<file path="config.mk">
export PLATFORM = sky130hd
export DESIGN_NAME = thread_lsu
export DESIGN_NICKNAME = d
export VERILOG_FILES = /design/src/rtl/gpu_pkg.sv /design/src/rtl/thread_lsu.sv
export SDC_FILE = /design/constraint.sdc
export NUM_CORES = 1
export LEC_CHECK = 0
export CAP_MARGIN = 15
export CORE_UTILIZATION = 40
export CTS_BUF_LIST = sky130_fd_sc_hd__clkbuf_16
export CTS_CLUSTER_DIAMETER = 50
export DETAILED_ROUTE_END_ITERATION = 7
export PLACE_DENSITY = 0.79
export SLEW_MARGIN = 25
export SYNTH_ARGS = -nofsm -noshare
export SYNTH_HDL_FRONTEND = slang
export SYNTH_SLANG_ARGS = --single-unit
</file>
<file path="constraint.sdc">
create_clock -name clk -period 1.7 [get_ports clk]
set_input_delay 0.17 -clock clk [delete_from_list [all_inputs] [get_ports clk]]
set_output_delay 0.17 -clock clk [all_outputs]
set_load 0.01 [all_outputs]
</file>
<file path="src/rtl/gpu_pkg.sv">
// Shared GPU core encodings: core pipeline stages and the per-thread LSU state.
package gpu_pkg;

    localparam logic [2:0] CS_IDLE    = 3'd0;
    localparam logic [2:0] CS_FETCH   = 3'd1;
    localparam logic [2:0] CS_DECODE  = 3'd2;
    localparam logic [2:0] CS_REQUEST = 3'd3;
    localparam logic [2:0] CS_WAIT    = 3'd4;
    localparam logic [2:0] CS_EXECUTE = 3'd5;
    localparam logic [2:0] CS_UPDATE  = 3'd6;
    localparam logic [2:0] CS_DONE    = 3'd7;

    typedef enum logic [1:0] {
        IDLE       = 2'b00,
        REQUESTING = 2'b01,
        WAITING    = 2'b10,
        DONE       = 2'b11
    } lsu_state_t;

endpackage

</file>
<file path="src/rtl/thread_lsu.sv">
// Per-thread load/store unit: turns decoded LDR/STR into one data-memory
// request/response handshake and keeps the last loaded word on lsu_out.
module thread_lsu
    import gpu_pkg::*;
#(
    parameter int ADDR_BITS = 8,
    parameter int DATA_BITS = 8
) (
    input  logic                 clk,
    input  logic                 reset,
    input  logic                 enable,
    input  logic [2:0]           core_state,
    input  logic                 mem_read_enable,
    input  logic                 mem_write_enable,
    input  logic [DATA_BITS-1:0] rs,
    input  logic [DATA_BITS-1:0] rt,
    output logic                 mem_read_valid,
    output logic [ADDR_BITS-1:0] mem_read_address,
    input  logic                 mem_read_ready,
    input  logic [DATA_BITS-1:0] mem_read_data,
    output logic                 mem_write_valid,
    output logic [ADDR_BITS-1:0] mem_write_address,
    output logic [DATA_BITS-1:0] mem_write_data,
    input  logic                 mem_write_ready,
    output logic [1:0]           lsu_state,
    output logic [DATA_BITS-1:0] lsu_out
);

    lsu_state_t state_q, state_d;
    logic is_load_q, is_load_d;

    logic                 rd_valid_q, rd_valid_d;
    logic [ADDR_BITS-1:0] rd_addr_q, rd_addr_d;
    logic                 wr_valid_q, wr_valid_d;
    logic [ADDR_BITS-1:0] wr_addr_q, wr_addr_d;
    logic [DATA_BITS-1:0] wr_data_q, wr_data_d;
    logic [DATA_BITS-1:0] lsu_out_q, lsu_out_d;

    logic [ADDR_BITS-1:0] rs_addr;
    logic                 is_request;

    // Size cast truncates or zero-extends the register operand to the address width.
    assign rs_addr    = ADDR_BITS'(rs);
    assign is_request = (core_state == CS_REQUEST);

    // State register; enable=0 freezes everything, including ready sampling.
    always_ff @(posedge clk) begin
        if (reset) begin
            state_q   <= IDLE;
            is_load_q <= 1'b0;
        end else if (enable) begin
            state_q   <= state_d;
            is_load_q <= is_load_d;
        end
    end

    always_comb begin
        state_d   = state_q;
        is_load_d = is_load_q;
        case (state_q)
            IDLE: begin
                if (is_request && mem_read_enable) begin
                    state_d   = REQUESTING;
                    is_load_d = 1'b1;
                end else if (is_request && mem_write_enable) begin
                    state_d   = REQUESTING;
                    is_load_d = 1'b0;
                end
            end
            REQUESTING: state_d = WAITING;
            WAITING: begin
                if (is_load_q ? mem_read_ready : mem_write_ready)
                    state_d = DONE;
            end
            DONE: begin
                if (core_state == CS_UPDATE)
                    state_d = IDLE;
            end
            default: state_d = IDLE;
        endcase
    end

    always_comb begin
        rd_valid_d = rd_valid_q;
        rd_addr_d  = rd_addr_q;
        wr_valid_d = wr_valid_q;
        wr_addr_d  = wr_addr_q;
        wr_data_d  = wr_data_q;
        lsu_out_d  = lsu_out_q;
        case (state_q)
            REQUESTING: begin
                if (is_load_q) begin
                    rd_valid_d = 1'b1;
                    rd_addr_d  = rs_addr;
                end else begin
                    wr_valid_d = 1'b1;
                    wr_addr_d  = rs_addr;
                    wr_data_d  = rt;
                end
            end
            WAITING: begin
                // Only the ready of the channel in flight is looked at.
                if (is_load_q && mem_read_ready) begin
                    rd_valid_d = 1'b0;
                    lsu_out_d  = mem_read_data;
                end else if (!is_load_q && mem_write_ready) begin
                    wr_valid_d = 1'b0;
                end
            end
            default: ;
        endcase
    end

    always_ff @(posedge clk) begin
        if (reset) begin
            rd_valid_q <= 1'b0;
            rd_addr_q  <= '0;
            wr_valid_q <= 1'b0;
            wr_addr_q  <= '0;
            wr_data_q  <= '0;
            lsu_out_q  <= '0;
        end else if (enable) begin
            rd_valid_q <= rd_valid_d;
            rd_addr_q  <= rd_addr_d;
            wr_valid_q <= wr_valid_d;
            wr_addr_q  <= wr_addr_d;
            wr_data_q  <= wr_data_d;
            lsu_out_q  <= lsu_out_d;
        end
    end

    assign mem_read_valid    = rd_valid_q;
    assign mem_read_address  = rd_addr_q;
    assign mem_write_valid   = wr_valid_q;
    assign mem_write_address = wr_addr_q;
    assign mem_write_data    = wr_data_q;
    assign lsu_state         = state_q;
    assign lsu_out           = lsu_out_q;

endmodule

</file>
==> results of run 1 <==
-- tightest hold or removal path, delay by kind of cell --
family                 cells  cell delay [ns]
AO/OA/AOI/OAI              1             0.05
AND/OR/NAND/NOR            1             0.05
buffers and inverters      1             0.39
-- cell families (layout without fill, tap and decap cells) --
kind of cell	Yosys count	after routing
flip-flops	37	37
AO/OA/AOI/OAI	42	42
adder cells (fa/ha/maj)	5	5
buffers and inverters	13	87
multiplexers	2	2
AND/OR/NAND/NOR	82	82
-- cell type report --
cell class,count,area share (%)
flip-flops and latches,37,31.2
repair buffers,74,31.1
multi-input cells,131,27.6
clock buffers,5,5.26
well taps,46,2.42
clock inverters,3,1.58
inverters,5,0.789
-- placed cells by master (no fill, tap or decap) --
master / netlist / routed
a211oi_1: 1 / 1
a21oi_1: 35 / 35
a221oi_4: 0 / 1
a311oi_1: 1 / 1
a41o_1: 1 / 1
and2_1: 1 / 1
and2b_1: 1 / 1
and3_2: 1 / 1
buf_12: 0 / 1
buf_4: 0 / 4
bufinv_16: 0 / 1
clkbuf_16: 0 / 5
clkdlybuf4s50_1: 0 / 69
clkinv_1: 0 / 1
dfxtp_1: 37 / 36
dfxtp_2: 0 / 1
ha_1: 5 / 5
inv_1: 5 / 6
mux2i_1: 2 / 2
nand2_1: 69 / 69
nand3_1: 2 / 2
nand3b_1: 2 / 2
nand4_1: 1 / 1
nor2_1: 4 / 4
nor3_1: 1 / 1
o21ai_0: 3 / 3
-- state kept, by name, indices dropped and copies added (netlist names) --
register	cells
is_load_q	1
mem_write_valid	1
mem_write_data	8
mem_read_address	8
lsu_out	8
mem_write_address	8
mem_read_valid	1
lsu_state	2
-- how the worst max path moves through the flow --
stage | from | endpoint | depth (start not counted)
4_1_cts | lsu_state[0]$_SDFFE_PP0P_ | lsu_state[0]$_SDFFE_PP0P_ | 5
6_report | lsu_state[0]$_SDFFE_PP0P_ | lsu_state[0]$_SDFFE_PP0P_ | 5
3_3_place_gp | lsu_state[0]$_SDFFE_PP0P_ | lsu_state[0]$_SDFFE_PP0P_ | 5
3_5_place_dp | core_state[2] | lsu_state[1]$_SDFFE_PP0P_ | 5
5_1_grt | lsu_state[0]$_SDFFE_PP0P_ | lsu_state[0]$_SDFFE_PP0P_ | 5
2_1_floorplan | lsu_state[0]$_SDFFE_PP0P_ | lsu_state[1]$_SDFFE_PP0P_ | 5
-- where the power goes --
part | internal (mW) | switching [mW]
Clock | 0.680 | 0.321
Combinational | 0.124 | 0.0835
Sequential | 0.885 | 0.0118
-- per-layer routing --
metal	global-route usage [%]	part of all wire [%]	vias to the layer above
li1	-	-	745
met1	24.1	47	638
met2	30.4	47	52
met3	6.21	6.1	2
met4	4.76	0.29	0
met5	0	0	-
-- per-stage QoR --
| step | utilization [%] | power, mW | cells |
|---|---|---|---|
| floorplan | - | 0.983 | 181 |
| global placement | 65.0 | 1.12 | 293 |
| detailed placement | 65.0 | 1.12 | 293 |
| CTS | 69.8 | 2.12 | 301 |
| global route | 70.2 | 2.19 | 301 |
| finish | 70.2 | 2.11 | 301 |
==> qor.csv, run 1 <==
stage,metric,value,unit
synth,yosysUniqueCellTypes,22,
detailed_routing,routedWlPerCell,11.6,microns
sta,hold_viol,0,
final_layout,fin_area,0.00238,sq mm
synth,yosys_warnings,0,
critical_path,required,1.85,ns
final_layout,syn_to_final_growth,65.3,%
synth,async_flop_share,0,%
place,hpwlAfterDp,2410,microns
critical_path,cp_max_fo,5,
clock_network,cts_buffer_depth,2,
critical_path,path_class,reg2reg,
hold_path,hold_end,lsu_out[3]$_SDFFE_PP0P_,
sta,final-max-slew-violation-count,0,
critical_path,r2r_cells,5,
critical_path,max_stage_delay,0.37,ns
clock_network,postCtsResizedCells,0,
critical_path,cp-end-kind,register,
synth,synth_edf_count,0,
clock_network,cts.reportedPaths.clkPinSlew,0.05,ns
clock_network,clock_sinks,37,
detailed_routing,drt_wl_total,3480,microns
sta,period_minus_slack,1.60,ns
synth,synth_ff_type,dfxtp_1,
place,io_buffers,69,
sta,worst_slew_pin_slew,0.433,ns
sta,finalSetupViolations,0,
synth,synth_area,0.00144,sq mm
critical_path,rrSetupSlack,0.10,ns
critical_path,cp_cell_sequence,inv_1 -> ha_1 -> a221oi_4 -> a21oi_1 -> a311oi_1,
synth,synth_area_per_cell,7.95,sq um
critical_path,start_kind,register,
global_routing,grt_pass1_vias,1234,
run,max_cap_violations,0,
hold_path,hp-start,mem_read_data[3],
die,coreArea,0.00339,sq mm
synth,ys_ff_latch,37,
critical_path,crit_buf_inv,1,
sta,fmax,626,MHz
outcome,status,finished clean,
synth,ys_top_cells_by_area,"dfxtp_1 51%, nand2_1 18%, a21oi_1 12%, ha_1 4.3%, mux2i_1 1.4%",
synth,synth_xor_area_share,0,%
sta,timing.slew.headroom,70.8,%
clock_network,post_cts_buffers,0,
critical_path,cp_slowest_cell,dfxtp_2,
hold_path,hold_path_class,in2reg,
die,pin_count,70,
global_routing,grt_usage,18.8,%
global_routing,grt_pass1_wl,5240,microns
clock_network,numCtsBuffers,5,
die,start_util,42.5,%
clock_network,postCtsHoldBufs,0,
pwr,p_per_area,885,mW/mm^2
sta,timing.hold.ws,0.441,ns
synth,synth_compound_area_share,16.1,%
critical_path,rr_endpoint,lsu_state[0]$_SDFFE_PP0P_,
final_layout,fillers,274,
detailed_routing,drtIter0Drc,66,
sta,setup_slack,0.102,ns
synth,yosysTopAreaCell,dfxtp_1,
synth,yosysSeqAreaShare,51.5,%
sta,rsz0062_at_grt,no,
detailed_routing,first_pass_iters,4,
place,place_congestion,0.723,
place,placed_area,0.00220,sq mm
synth,synth_top_family_by_area,simple AND/OR/NAND/NOR gates,
detailed_routing,vias_per_cell,4.77,
sta,finClkSkew,0.00271,ns
synth,synth_fa_ha_area_share,4.35,%
sta,min_period_over_period,94.0,%
synth,yosysMostFrequentCell,nand2_1,
global_routing,antenna_found_initial,0,
synth,synth_cells,181,
critical_path,rr_startpoint,lsu_state[0]$_SDFFE_PP0P_,
final_layout,final_nets,293,
clock_network,cts_tree,built,
final_layout,final_layout_size_suffix_gt1_share,5.49,%
clock_network,insertion_delay,0.27,ns
synth,synthTopCellsByCount,"69 x nand2_1, 37 x dfxtp_1, 35 x a21oi_1, 5 x ha_1, 5 x inv_1",
final_layout,seq_area,742,sq um
die,die_w,62.0,microns
clock_network,clockRootBuffer,clkbuf_16,
synth,synth_fp_nets,220,
pwr,vdd_drop_max,0.000624,V
critical_path,worstPathArrival,1.75,ns
synth,synthSimpleGateAreaFrac,23.0,%
die,rows,21,
clock_network,h-tree-depth,2,
synth,synth_mux_area_share,1.39,%
global_routing,grt_max_degree,29,
place,dpl_worst_slack,0.0951,ns
final_layout,insertedDiodeCount,0,
critical_path,crit_family,compound AO/OA/AOI/OAI gates,
die,dieHeight,62.0,microns
final_layout,multi_input_area,657,sq um
pwr,p_leak,0.835,nW
detailed_routing,num_vias,1437,
hold_path,holdPathStages,3,
detailed_routing,drcViolationCount,0,
synth,yosysTopAreaCellShare,51.5,%
detailed_routing,ant_nets,0,
global_routing,gr-total-overflow,0,
die,die-area,0.00384,sq mm
sta,setup_tns,0,ns
Power figures use the tool's default switching activity.
==> run 2: changes to the inputs <==
- MAX_ROUTING_LAYER: not set -> met4
==> results of run 2 <==
No change in the layout: final DEF, timing and power equal those of run 1.
Main changes from that run: final weighted congestion in routability-driven placement 0.723 -> 0.731; overall routing resource usage 18.8% -> 19.4%
